--- src/rtl/lsu_mem_port.sv ---
// Load/store port between the RV32I core and a word-wide data memory.
// One request is handled at a time. Loads are sign- or zero-extended.
// Sub-word stores read the word first, merge the new lane into it, then
// write the whole word back. Misaligned, illegal-funct3 and out-of-range
// requests are rejected at accept and never reach the memory.
`timescale 1ns/1ps

module lsu_mem_port #(
    parameter int DATA_WIDTH = 32,
    parameter int ADDR_WIDTH = 32,
    parameter int MEM_DEPTH  = 1024
) (
    input  logic                  clk,
    input  logic                  rst_n,
    input  logic                  req_valid,
    output logic                  req_ready,
    input  logic                  req_we,
    input  logic [2:0]            req_funct3,
    input  logic [ADDR_WIDTH-1:0] req_addr,
    input  logic [DATA_WIDTH-1:0] req_wdata,
    output logic                  rsp_valid,
    output logic [DATA_WIDTH-1:0] rsp_rdata,
    output logic                  rsp_err,
    output logic [ADDR_WIDTH-1:0] mem_address,
    output logic [DATA_WIDTH-1:0] mem_wd,
    output logic                  mem_we,
    input  logic [DATA_WIDTH-1:0] mem_rd
);

    typedef enum logic [1:0] {
        S_IDLE,
        S_ACCESS,
        S_WRITE,
        S_RESP
    } state_t;

    // First word index that lies outside the memory.
    localparam logic [ADDR_WIDTH-3:0] DEPTH_LIM = (ADDR_WIDTH-2)'(MEM_DEPTH);

    state_t                state_q,  state_d;
    logic                  we_q,     we_d;
    logic [2:0]            funct3_q, funct3_d;
    logic [ADDR_WIDTH-1:0] addr_q,   addr_d;
    logic [DATA_WIDTH-1:0] wdata_q,  wdata_d;
    logic                  err_q,    err_d;
    logic [DATA_WIDTH-1:0] data_q,   data_d;

    logic [7:0]            ld_byte;
    logic [15:0]           ld_half;
    logic [DATA_WIDTH-1:0] ld_ext;
    logic [DATA_WIDTH-1:0] wr_word;

    // Reject misaligned accesses, unsupported funct3 codes and word
    // indices beyond the end of the memory.
    function automatic logic req_error(
        input logic                  we,
        input logic [2:0]            f3,
        input logic [ADDR_WIDTH-1:0] addr
    );
        logic bad;
        bad = 1'b0;
        if (we) begin
            case (f3)
                3'd0:    bad = 1'b0;
                3'd1:    bad = addr[0];
                3'd2:    bad = |addr[1:0];
                default: bad = 1'b1;
            endcase
        end else begin
            case (f3)
                3'd0, 3'd4: bad = 1'b0;
                3'd1, 3'd5: bad = addr[0];
                3'd2:       bad = |addr[1:0];
                default:    bad = 1'b1;
            endcase
        end
        if (addr[ADDR_WIDTH-1:2] >= DEPTH_LIM) begin
            bad = 1'b1;
        end
        return bad;
    endfunction

    // Select the byte and halfword lanes of the captured word and extend them.
    always_comb begin
        // NOTE: every signal gets a default before the case, so no latch is inferred.
        ld_byte = 8'h00;
        ld_ext  = data_q;
        case (addr_q[1:0])
            2'd0: ld_byte = data_q[7:0];
            2'd1: ld_byte = data_q[15:8];
            2'd2: ld_byte = data_q[23:16];
            2'd3: ld_byte = data_q[31:24];
            default: ld_byte = 8'h00;
        endcase
        ld_half = addr_q[1] ? data_q[31:16] : data_q[15:0];
        case (funct3_q)
            3'd0:    ld_ext = {{(DATA_WIDTH-8){ld_byte[7]}}, ld_byte};
            3'd4:    ld_ext = {{(DATA_WIDTH-8){1'b0}}, ld_byte};
            3'd1:    ld_ext = {{(DATA_WIDTH-16){ld_half[15]}}, ld_half};
            3'd5:    ld_ext = {{(DATA_WIDTH-16){1'b0}}, ld_half};
            default: ld_ext = data_q;
        endcase
    end

    // Replace the addressed lane of the captured word with the store data.
    always_comb begin
        wr_word = data_q;
        case (funct3_q)
            3'd0: begin
                case (addr_q[1:0])
                    2'd0: wr_word[7:0]   = wdata_q[7:0];
                    2'd1: wr_word[15:8]  = wdata_q[7:0];
                    2'd2: wr_word[23:16] = wdata_q[7:0];
                    2'd3: wr_word[31:24] = wdata_q[7:0];
                    default: wr_word = data_q;
                endcase
            end
            3'd1: begin
                if (addr_q[1]) begin
                    wr_word[31:16] = wdata_q[15:0];
                end else begin
                    wr_word[15:0] = wdata_q[15:0];
                end
            end
            default: wr_word = wdata_q;
        endcase
    end

    // Next-state logic and all port outputs; outputs decode straight from
    // the state, so an asynchronous reset clears them at once.
    always_comb begin
        state_d     = state_q;
        we_d        = we_q;
        funct3_d    = funct3_q;
        addr_d      = addr_q;
        wdata_d     = wdata_q;
        err_d       = err_q;
        data_d      = data_q;
        req_ready   = 1'b0;
        rsp_valid   = 1'b0;
        rsp_rdata   = '0;
        rsp_err     = 1'b0;
        mem_address = '0;
        mem_wd      = '0;
        mem_we      = 1'b0;
        case (state_q)
            S_IDLE: begin
                req_ready = 1'b1;
                if (req_valid) begin
                    we_d     = req_we;
                    funct3_d = req_funct3;
                    addr_d   = req_addr;
                    wdata_d  = req_wdata;
                    err_d    = req_error(req_we, req_funct3, req_addr);
                    state_d  = err_d ? S_RESP : S_ACCESS;
                end
            end
            S_ACCESS: begin
                mem_address = {2'b00, addr_q[ADDR_WIDTH-1:2]};
                data_d      = mem_rd;
                state_d     = we_q ? S_WRITE : S_RESP;
            end
            S_WRITE: begin
                mem_address = {2'b00, addr_q[ADDR_WIDTH-1:2]};
                mem_wd      = wr_word;
                mem_we      = 1'b1;
                state_d     = S_RESP;
            end
            S_RESP: begin
                rsp_valid = 1'b1;
                rsp_err   = err_q;
                rsp_rdata = (we_q || err_q) ? '0 : ld_ext;
                state_d   = S_IDLE;
            end
            default: state_d = S_IDLE;
        endcase
    end

    // State and latched-request registers; reset discards any request.
    always_ff @(posedge clk or negedge rst_n) begin
        if (!rst_n) begin
            state_q  <= S_IDLE;
            we_q     <= 1'b0;
            funct3_q <= 3'd0;
            addr_q   <= '0;
            wdata_q  <= '0;
            err_q    <= 1'b0;
            data_q   <= '0;
        end else begin
            // NOTE: non-blocking assignments so every flop samples pre-edge values.
            state_q  <= state_d;
            we_q     <= we_d;
            funct3_q <= funct3_d;
            addr_q   <= addr_d;
            wdata_q  <= wdata_d;
            err_q    <= err_d;
            data_q   <= data_d;
        end
    end

endmodule
--- config.mk ---
export PLATFORM = sky130hd
export DESIGN_NAME = lsu_mem_port
export DESIGN_NICKNAME = d
export VERILOG_FILES = /design/src/rtl/lsu_mem_port.sv
export SDC_FILE = /design/constraint.sdc
export NUM_CORES = 1
export LEC_CHECK = 0
export CELL_PAD_IN_SITES_DETAIL_PLACEMENT = 2
export CELL_PAD_IN_SITES_GLOBAL_PLACEMENT = 2
export CORE_MARGIN = 2
export CORE_UTILIZATION = 27
export CTS_CLUSTER_DIAMETER = 200
export DETAILED_ROUTE_END_ITERATION = 7
export PLACE_DENSITY_LB_ADDON = 0.1
export SETUP_SLACK_MARGIN = 0.4
export SLEW_MARGIN = 15
export SYNTH_ARGS = -nofsm -noshare
export SYNTH_HDL_FRONTEND = slang
export SYNTH_SLANG_ARGS = --single-unit
--- constraint.sdc ---
create_clock -name clk -period 2.5 [get_ports clk]
set_clock_uncertainty 0.1 [all_clocks]
set_input_delay 0.5 -clock clk [delete_from_list [all_inputs] [get_ports clk]]
set_output_delay 0.5 -clock clk [all_outputs]
set_load 0.01 [all_outputs]
==> results of run 1 <==
[synth_stat cells (all sizes together)]
cell type / n
o221a: 2
buf: 22
conb: 1
mux2i: 1
a22o: 7
nor3b: 2
nor2: 20
a221oi: 16
o31a: 1
or2: 3
clkinv: 1
o21a: 7
nand2b: 3
o221ai: 1
a311oi: 8
a31oi: 2
o22ai: 9
a21o: 1
inv: 13
and2: 33
mux4: 1
or3b: 1
nor2b: 8
a211oi: 9
ha: 4
o211a: 8
dfrtp: 103
a21boi: 1
a21oi: 27
mux2: 93
nand3: 16
nand4: 1
nor4: 5
o21ai: 29
clkbuf: 23
nor3: 2
nand2: 82
o211ai: 8
nand3b: 7
[metal layers]
metal  vias to the layer above  share of wire (%)  global-route usage (%)
met4                         0                2.7                    10.3
met2                       194                 53                    45.4
met3                        44                5.4                    4.88
li1                       2757                  -                       -
met1                      3140                 39                    29.5
met5                         -                  0                       0
[stage by stage]
| stage | setup WS (ps) | total power [mW] |
|---|---|---|
| finish | -215 | 16.5 |
| global route | -297 | 17.4 |
| CTS | -220 | 15.1 |
| detailed placement | -276 | 11.1 |
| global placement | -281 | 10.9 |
| floorplan | 276 | 6.97 |
[cell type report]
class | instances | area (µm²) | share of cell area, %
Clock buffer | 9 | 225 | 2.14
Clock inverter | 7 | 71.3 | 0.678
Inverter | 14 | 60.1 | 0.571
Multi-Input combinational cell | 421 | 3710 | 35.3
Sequential cell | 103 | 2580 | 24.5
Tap cell | 275 | 344 | 3.27
Timing Repair Buffer | 362 | 3530 | 33.5
[sequential cells by signal, summed over array words and instances (netlist names)]
signal / cells
err_q: 1
state_q: 2
wdata_q: 32
we_q: 1
addr_q: 32
funct3_q: 3
data_q: 32
[final timing paths]
| kind | from | endpoint | slack (ps) | depth (start not counted) |
|---|---|---|---|---|
| worst max-delay path | funct3_q[1] | mem_wd[12] | -220 | 9 |
| worst min-delay path | rst_n | data_q[29] | 20 | 1 |
| worst max register to register | state_q[0] | state_q[1] | 490 | 11 |
| worst min register to register | addr_q[9] | addr_q[9] | 410 | 1 |
| max in group asynchronous | rst_n | wdata_q[24] | 1530 | 2 |
| min in group clk | addr_q[9] | addr_q[9] | 410 | 1 |
[logic make-up after synthesis]
family          synth area share (%)
compound gates                  16.5
fa+ha+maj                      0.858
buf+inv                         4.57
flops                           44.2
mux                             18.5
other cells                   0.0643
simple gates                    15.3
[power by group through the flow]
stage	Clock (mW)	Combinational (mW)	Sequential (mW)
after floorplan	0	3.93	3.04
after global placement	0	7.45	3.43
after detailed placement	0	7.67	3.47
after CTS	1.52	10.1	3.50
after global routing	1.61	12.0	3.73
final	1.51	11.3	3.65
[timing repair]
| action | CTS | global route |
|---|---|---|
| pin swaps | 56 | 27 |
| gates resized for setup | 613 | 70 |
| setup endpoints to repair | 159 | 99 |
| gates cloned | 7 | 0 |
| setup buffers | 48 | 25 |
[worst max-delay path: cells and delay by family, from the launching register on]
family          cells  cell delay, ps
flops               1             420
buf+inv             5             690
simple gates        2             340
compound gates      2             290
==> results.md, run 1 <==
- Core area: ~21000 µm²
- Leakage power: 4.62 nW
- Final worst slack: -215 ps
- WHS: between 20 and 25 ps
- Final ANT Viol Nets: 0
- Io pins: between 200 and 250
- Yosys warning total: 0
- RSZ-0062 raised after global routing: true
- Unique masters post-synth: roughly 50
- Share of cells above drive strength 1: ~55%
- All-layer global routing usage: 25.3%
- Hold crit path type: primary input to async pin
- Finished Cell Area: about 11000 µm²
- Placed standard-cell area: between 8000 and 9000 µm²
- Synth area leaders: dfrtp_1 (44%), mux2_2 (18%), nand2_1 (5.3%)
- Placed cells: between 1000 and 1500
- Total grt overflow: 0
- Die height: around 150 µm
- Yosys reg bits: 103
- Root buffer cell: clkbuf_16
- Commonest non-fill, non-tap cells in the layout: dfrtp_1 (101), clkdlybuf4s50_1 (101), mux2_2 (93), buf_6 (90), buf_4 (88)
- Initial antenna violation count: 0
- Crit path max fanout: 5
- Flop pwr share: between 20% and 30%
- Post-Synthesis Cells: ~580
- Post-layout min period: 2720 ps
- Crit path capture type: output port
- Switching Fraction: between 40 and 50%
- Number of vias per cell: approximately 5.2
- Tightest Pin Transition: 594 ps
- Clk sinks: a little over 100
- Period utilisation layout: 109%
- ANT cells: 0
- Cts bufs inserted: 9
- Crit-path cells: buf_6 > buf_8 > nor3b_2 > buf_4 > buf_6 > nand3b_1 > a21oi_2 > o21a_1 > buf_2
- Final Setup Violations: 90
- Crit-path most repeated cell: buf_6
- Site Rows: 53
- Die W: between 150 and 200 µm
- Later-pin clock latency in the skew report: between 300 and 400 ps
- DRC: 0
- Via count: slightly above 6000
- Cell Count, Final, Fillers Out: 1191
- Final WL: between 30 and 40 mm
- Routed wire per std cell: 25.8 µm
- CP startpoint kind: register
- Post-Synthesis Cell Area: a little under 6000 µm²
- DR pass1 iterations: 4
- Power share of the combinational group: slightly below 70%
- Largest net degree at the start of global routing: 48
- Mapped Avg Cell Area: 10.0 µm²
- Global-route wire length before repair: approximately 43 mm
- Seq/Total Area, Yosys: about 44%
- MaxCap Viol Count: 0
- Hold Vio Cnt, Final: 0
- DRT iter0 DRCs: 246
- Final net count: 1018
- Worst slew margin: 60.4%
- TritonCTS clock tree: built
- Post-Route Utilization: around half
- Clock network power share: under 10%
- Area Growth Syn to Fin: 80.2%
- Highest clock rate: ~0.37 GHz
- Setup CP Type: register to output port
- Maximum vdd drop: between 0.7 and 0.8 mV
- Clock transition at path regs: 80 ps
- H-Tree Depth: 3
- Clock Path Buffers: 2
- Initial Util: between 20 and 30%
- Max-slew violations: 0
- Detailed Place HPWL: roughly 19 mm
- WP data arrival: between 2000 and 2500 ps
- Largest area contributor in the netlist: dfrtp_1
- Fin Setup TNS: -10150 ps
- CP required: ~1900 ps
- RD Place Congestion: between 0.8 and 0.9
- Outcome: finished, violations left
- Post-synth top area share: between 40% and 50%
- Full die area: between 20000 and 25000 µm²
- Fillers: between 2000 and 2500
- Failing checks: setup timing
- Slowest cell on crit path: dfrtp_1
- Vias in the first global route: roughly 7000
- Port bufs: 200
- Cell area power density: around 1600 nW/µm²
- Hold Buf Count CTS: 0
- Sw Pwr: slightly above 7 mW
- Int Power: slightly above 9 mW
- Crit-path max cell delay: 420 ps
Power figures use the tool's default switching activity.
==> inputs of run 2 (changes only) <==
--- a/config.mk
+++ b/config.mk
@@ -10,6 +10,7 @@
 export CORE_MARGIN = 2
 export CORE_UTILIZATION = 27
 export CTS_CLUSTER_DIAMETER = 200
+export CTS_CLUSTER_SIZE = 40
 export DETAILED_ROUTE_END_ITERATION = 7
 export PLACE_DENSITY_LB_ADDON = 0.1
 export SETUP_SLACK_MARGIN = 0.4
==> results of run 2 <==
Same layout as run 1: the final DEF is identical, and so are final timing and power.
